### src/rtl/bit_counter.sv
// bit_counter -- registered population count of an input word with status flags
// Rev 1.0
`default_nettype none

module bit_counter #(
  parameter int WIDTH = 8,
  parameter int CNT_W = $clog2(WIDTH + 1)
) (
  input  logic             clk,
  input  logic             rst,
  input  logic [WIDTH-1:0] inbyte,
  output logic [CNT_W-1:0] numones,
  output logic             out_valid,
  output logic             all_zero,
  output logic             all_ones,
  output logic             parity
);

  localparam logic [CNT_W-1:0] FULL_COUNT = CNT_W'(WIDTH);

  function automatic logic [CNT_W-1:0] popcount(input logic [WIDTH-1:0] vec);
    logic [CNT_W-1:0] acc;
    acc = '0;
    for (int i = 0; i < WIDTH; i++) begin
      acc = acc + CNT_W'(vec[i]);
    end
    return acc;
  endfunction

  logic [CNT_W-1:0] count_next;

  always_comb begin
    count_next = popcount(inbyte);
  end

  // Flags come from the same next-count value, so they always agree with numones.
  always_ff @(posedge clk or posedge rst) begin
    if (rst) begin
      numones   <= '0;
      out_valid <= 1'b0;
      all_zero  <= 1'b1;
      all_ones  <= 1'b0;
      parity    <= 1'b0;
    end else begin
      numones   <= count_next;
      out_valid <= 1'b1;
      all_zero  <= (count_next == '0);
      all_ones  <= (count_next == FULL_COUNT);
      parity    <= count_next[0];
    end
  end

endmodule

`default_nettype wire

### config.mk
export PLATFORM = sky130hd
export DESIGN_NAME = bit_counter
export DESIGN_NICKNAME = d
export VERILOG_FILES = /design/src/rtl/bit_counter.sv
export SDC_FILE = /design/constraint.sdc
export NUM_CORES = 1
export LEC_CHECK = 0
export CORE_AREA = 2 2 39 41
export DETAILED_ROUTE_END_ITERATION = 12
export DIE_AREA = 0 0 41 43
export SYNTH_ARGS = -nofsm -noshare
export SYNTH_HDL_FRONTEND = slang
export SYNTH_SLANG_ARGS = --single-unit
### constraint.sdc
create_clock -name clk -period 1.2 [get_ports clk]
set_input_delay 0.3 -clock clk [delete_from_list [all_inputs] [get_ports clk]]
set_output_delay 0.3 -clock clk [all_outputs]
set_load 0.01 [all_outputs]
==> metrics <==
outcome=complete, but fails checks; failing checks=setup timing; sequential share of the synthesized area=0.4406; Die X=41 µm; Final Critical Period=2788 ps; endpoint type of the worst setup path=register; Power Density=1523 mW/mm²; Syn Inst Count=34; setup TNS=-7863 ps; clock sink count=7; final WL=615 µm; initial antenna violation count=0; Crit path arrival time=2970 ps; Tot GR Track Use=0.09128; Bufs on Longest Clock Path=2; worst setup path startpoint=inbyte[1]; post-synthesis adder-cell area fraction=0.2938; area of the multi-input gates=183.9 µm²; Worst Setup Start Kind=input port; num rows=14; share of layout cells above drive strength 1=0.2679; Setup Buffers After CTS=0; Final ANT Viol Nets=0; setup violators final=6; H-tree depth=1; RSZ-0062 raised after global routing=true; global-route wire length before repair=1014 µm; Reg clk slew, reported paths=50 ps; WS Path Type=input port to register; VDD IR max=0.4366 mV; synthesis-stage register bit count=7; Die Y=43 µm; pin count of the biggest net entering global routing=8; final cycle utilization of the critical path=2.323; synth unique cells=13; post-synthesis compound-gate area fraction=0.03750; CTS Hold Bufs=0; Synthesized Nets=51; main combinational cell family by area after synthesis=adder cells; count of buffers from port buffering=17; Final Worst Setup Slack=-1588 ps; fin nets=74; CTS tree=done; Area Overhead vs Synth=56.56%; GRT Residual Overflow=0; final hold slack=275.3 ps; CTS Root Cell=clkbuf_4; Syn Area/Cell=11.78 µm²; Post-Synth XOR/XNOR Area=0.02188; GP Congestion=0.6618; simple-gate share of the synthesized area=0.06563; total CTS buffers=3; CP Data Required Time=1380 ps; cell area after synthesis=400.4 µm²; mux cell area share after synthesis=0; Vias/cell=3.917; final core occ=0.4530; Hold Fails Final Rpt=0; number of global-route vias before repair=266; MaxCap Viol Count=0; antenna cell count=0; number of I/O pins=18; DIE AREA=0.001763 mm²; drt drc=0; DP HPWL=542 µm; leakage=0.3298 nW; via count=282; HP Class=input port to asynchronous set/reset pin; Crit Path Max Fanout=2; synth warn=0; Initial Utilization=0.2893; core area=0.001384 mm²; Routed WL per cell=8.542 µm; DR iter-0 viols=0; drt first pass iters=1; Final Slew Violations=0; Max Fclk=358.7 MHz; FILL cells=135; Reg area=176.4 µm²
[what timing repair did]
action                     CTS  global route
gates resized for setup     25             4
cloned                       0             0
pin swaps                    6             6
setup endpoints to repair   14             9
[layout by cell type, fill, tap and decap left out]
| cell type | synthesis | final |
|---|---|---|
| a211oi_1 | 1 | 1 |
| a21o_1 | 1 | 1 |
| and2_2 | 1 | 1 |
| and4bb_2 | 1 | 1 |
| buf_2 | 0 | 2 |
| buf_4 | 1 | 2 |
| buf_6 | 0 | 2 |
| clkbuf_1 | 0 | 1 |
| clkbuf_4 | 0 | 3 |
| clkdlybuf4s15_1 | 0 | 5 |
| clkdlybuf4s50_1 | 0 | 6 |
| conb_1 | 1 | 1 |
| dfrtp_1 | 6 | 6 |
| dfstp_2 | 1 | 1 |
| dlygate4sd2_1 | 0 | 2 |
| fa_1 | 4 | 4 |
| ha_1 | 3 | 2 |
| ha_4 | 0 | 1 |
| inv_1 | 12 | 10 |
| inv_2 | 0 | 2 |
| nand2b_1 | 1 | 1 |
| xnor2_1 | 1 | 1 |
[metrics by stage]
stage,cells,power [mW],setup WS (ps),cell area [µm²]
2_1_floorplan,34,0.5798,-1675,412.9
3_3_place_gp,68,0.8001,-2193,610.6
3_5_place_dp,68,0.8108,-2206,610.6
4_1_cts,72,0.9701,-1718,616.8
5_1_grt,72,1.051,-1691,626.9
6_report,72,0.9545,-1588,626.9
[worst paths after layout]
kind,cells after the start,slack [ps],to
min in group clk,5,640,all_zero$_DFF_PP1_
max in group asynchronous,2,670,all_zero$_DFF_PP1_
worst max-delay path,11,-1590,all_ones$_DFF_PP0_
worst min-delay path,2,280,out_valid$_DFF_PP0_
[per-layer routing]
| layer | global-route usage | share of wire | vias up |
|---|---|---|---|
| li1 | - | - | 140 |
| met3 | 0 | 0.075 | 4 |
| met2 | 0.1375 | 0.50 | 12 |
| met5 | 0 | 0 | - |
| met1 | 0.09302 | 0.36 | 126 |
| met4 | 0.1200 | 0.065 | 0 |
[registers in the layout, summed over array words and instances (netlist names)]
name / cells
numones: 4
all_ones: 1
all_zero: 1
out_valid: 1
[Yosys cell counts]
cell,n,share of area
inv_1,12,0.11
dfrtp_1,6,0.37
fa_1,4,0.20
ha_1,3,0.094
a211oi_1,1,0.019
a21o_1,1,0.019
and2_2,1,0.019
and4bb_2,1,0.031
buf_4,1,0.019
conb_1,1,0.0094
dfstp_2,1,0.066
nand2b_1,1,0.016
xnor2_1,1,0.022
[worst max-delay path: stages]
cell      delay (ps)
buf_6             90
fa_1             520
inv_1             50
fa_1             490
fa_1             420
inv_2             80
ha_4             130
inv_2             30
fa_1             490
nand2b_1          70
and4bb_2         290
[cells by family (layout without fill, tap and decap cells)]
group           Yosys count  after routing
buf+inv                  13             35
compound gates            2              2
other cells               1              1
fa+ha+maj                 7              7
xor+xnor                  1              1
flops                     7              7
simple gates              3              3
[cell type report]
type	instances	share of cell area
repair buffers	19	0.2794
flip-flops and latches	7	0.2814
clock buffers	4	0.04192
well taps	16	0.03194
inverters	12	0.07186
multi-input cells	14	0.2934
[report_power, final]
part / switching, mW / leakage [nW] / internal (mW)
clock: 0.0790 / 0.0150 / 0.126
combinational: 0.191 / 0.230 / 0.232
sequential: 0.0184 / 0.0849 / 0.308
(Power assumes the default switching activity.)
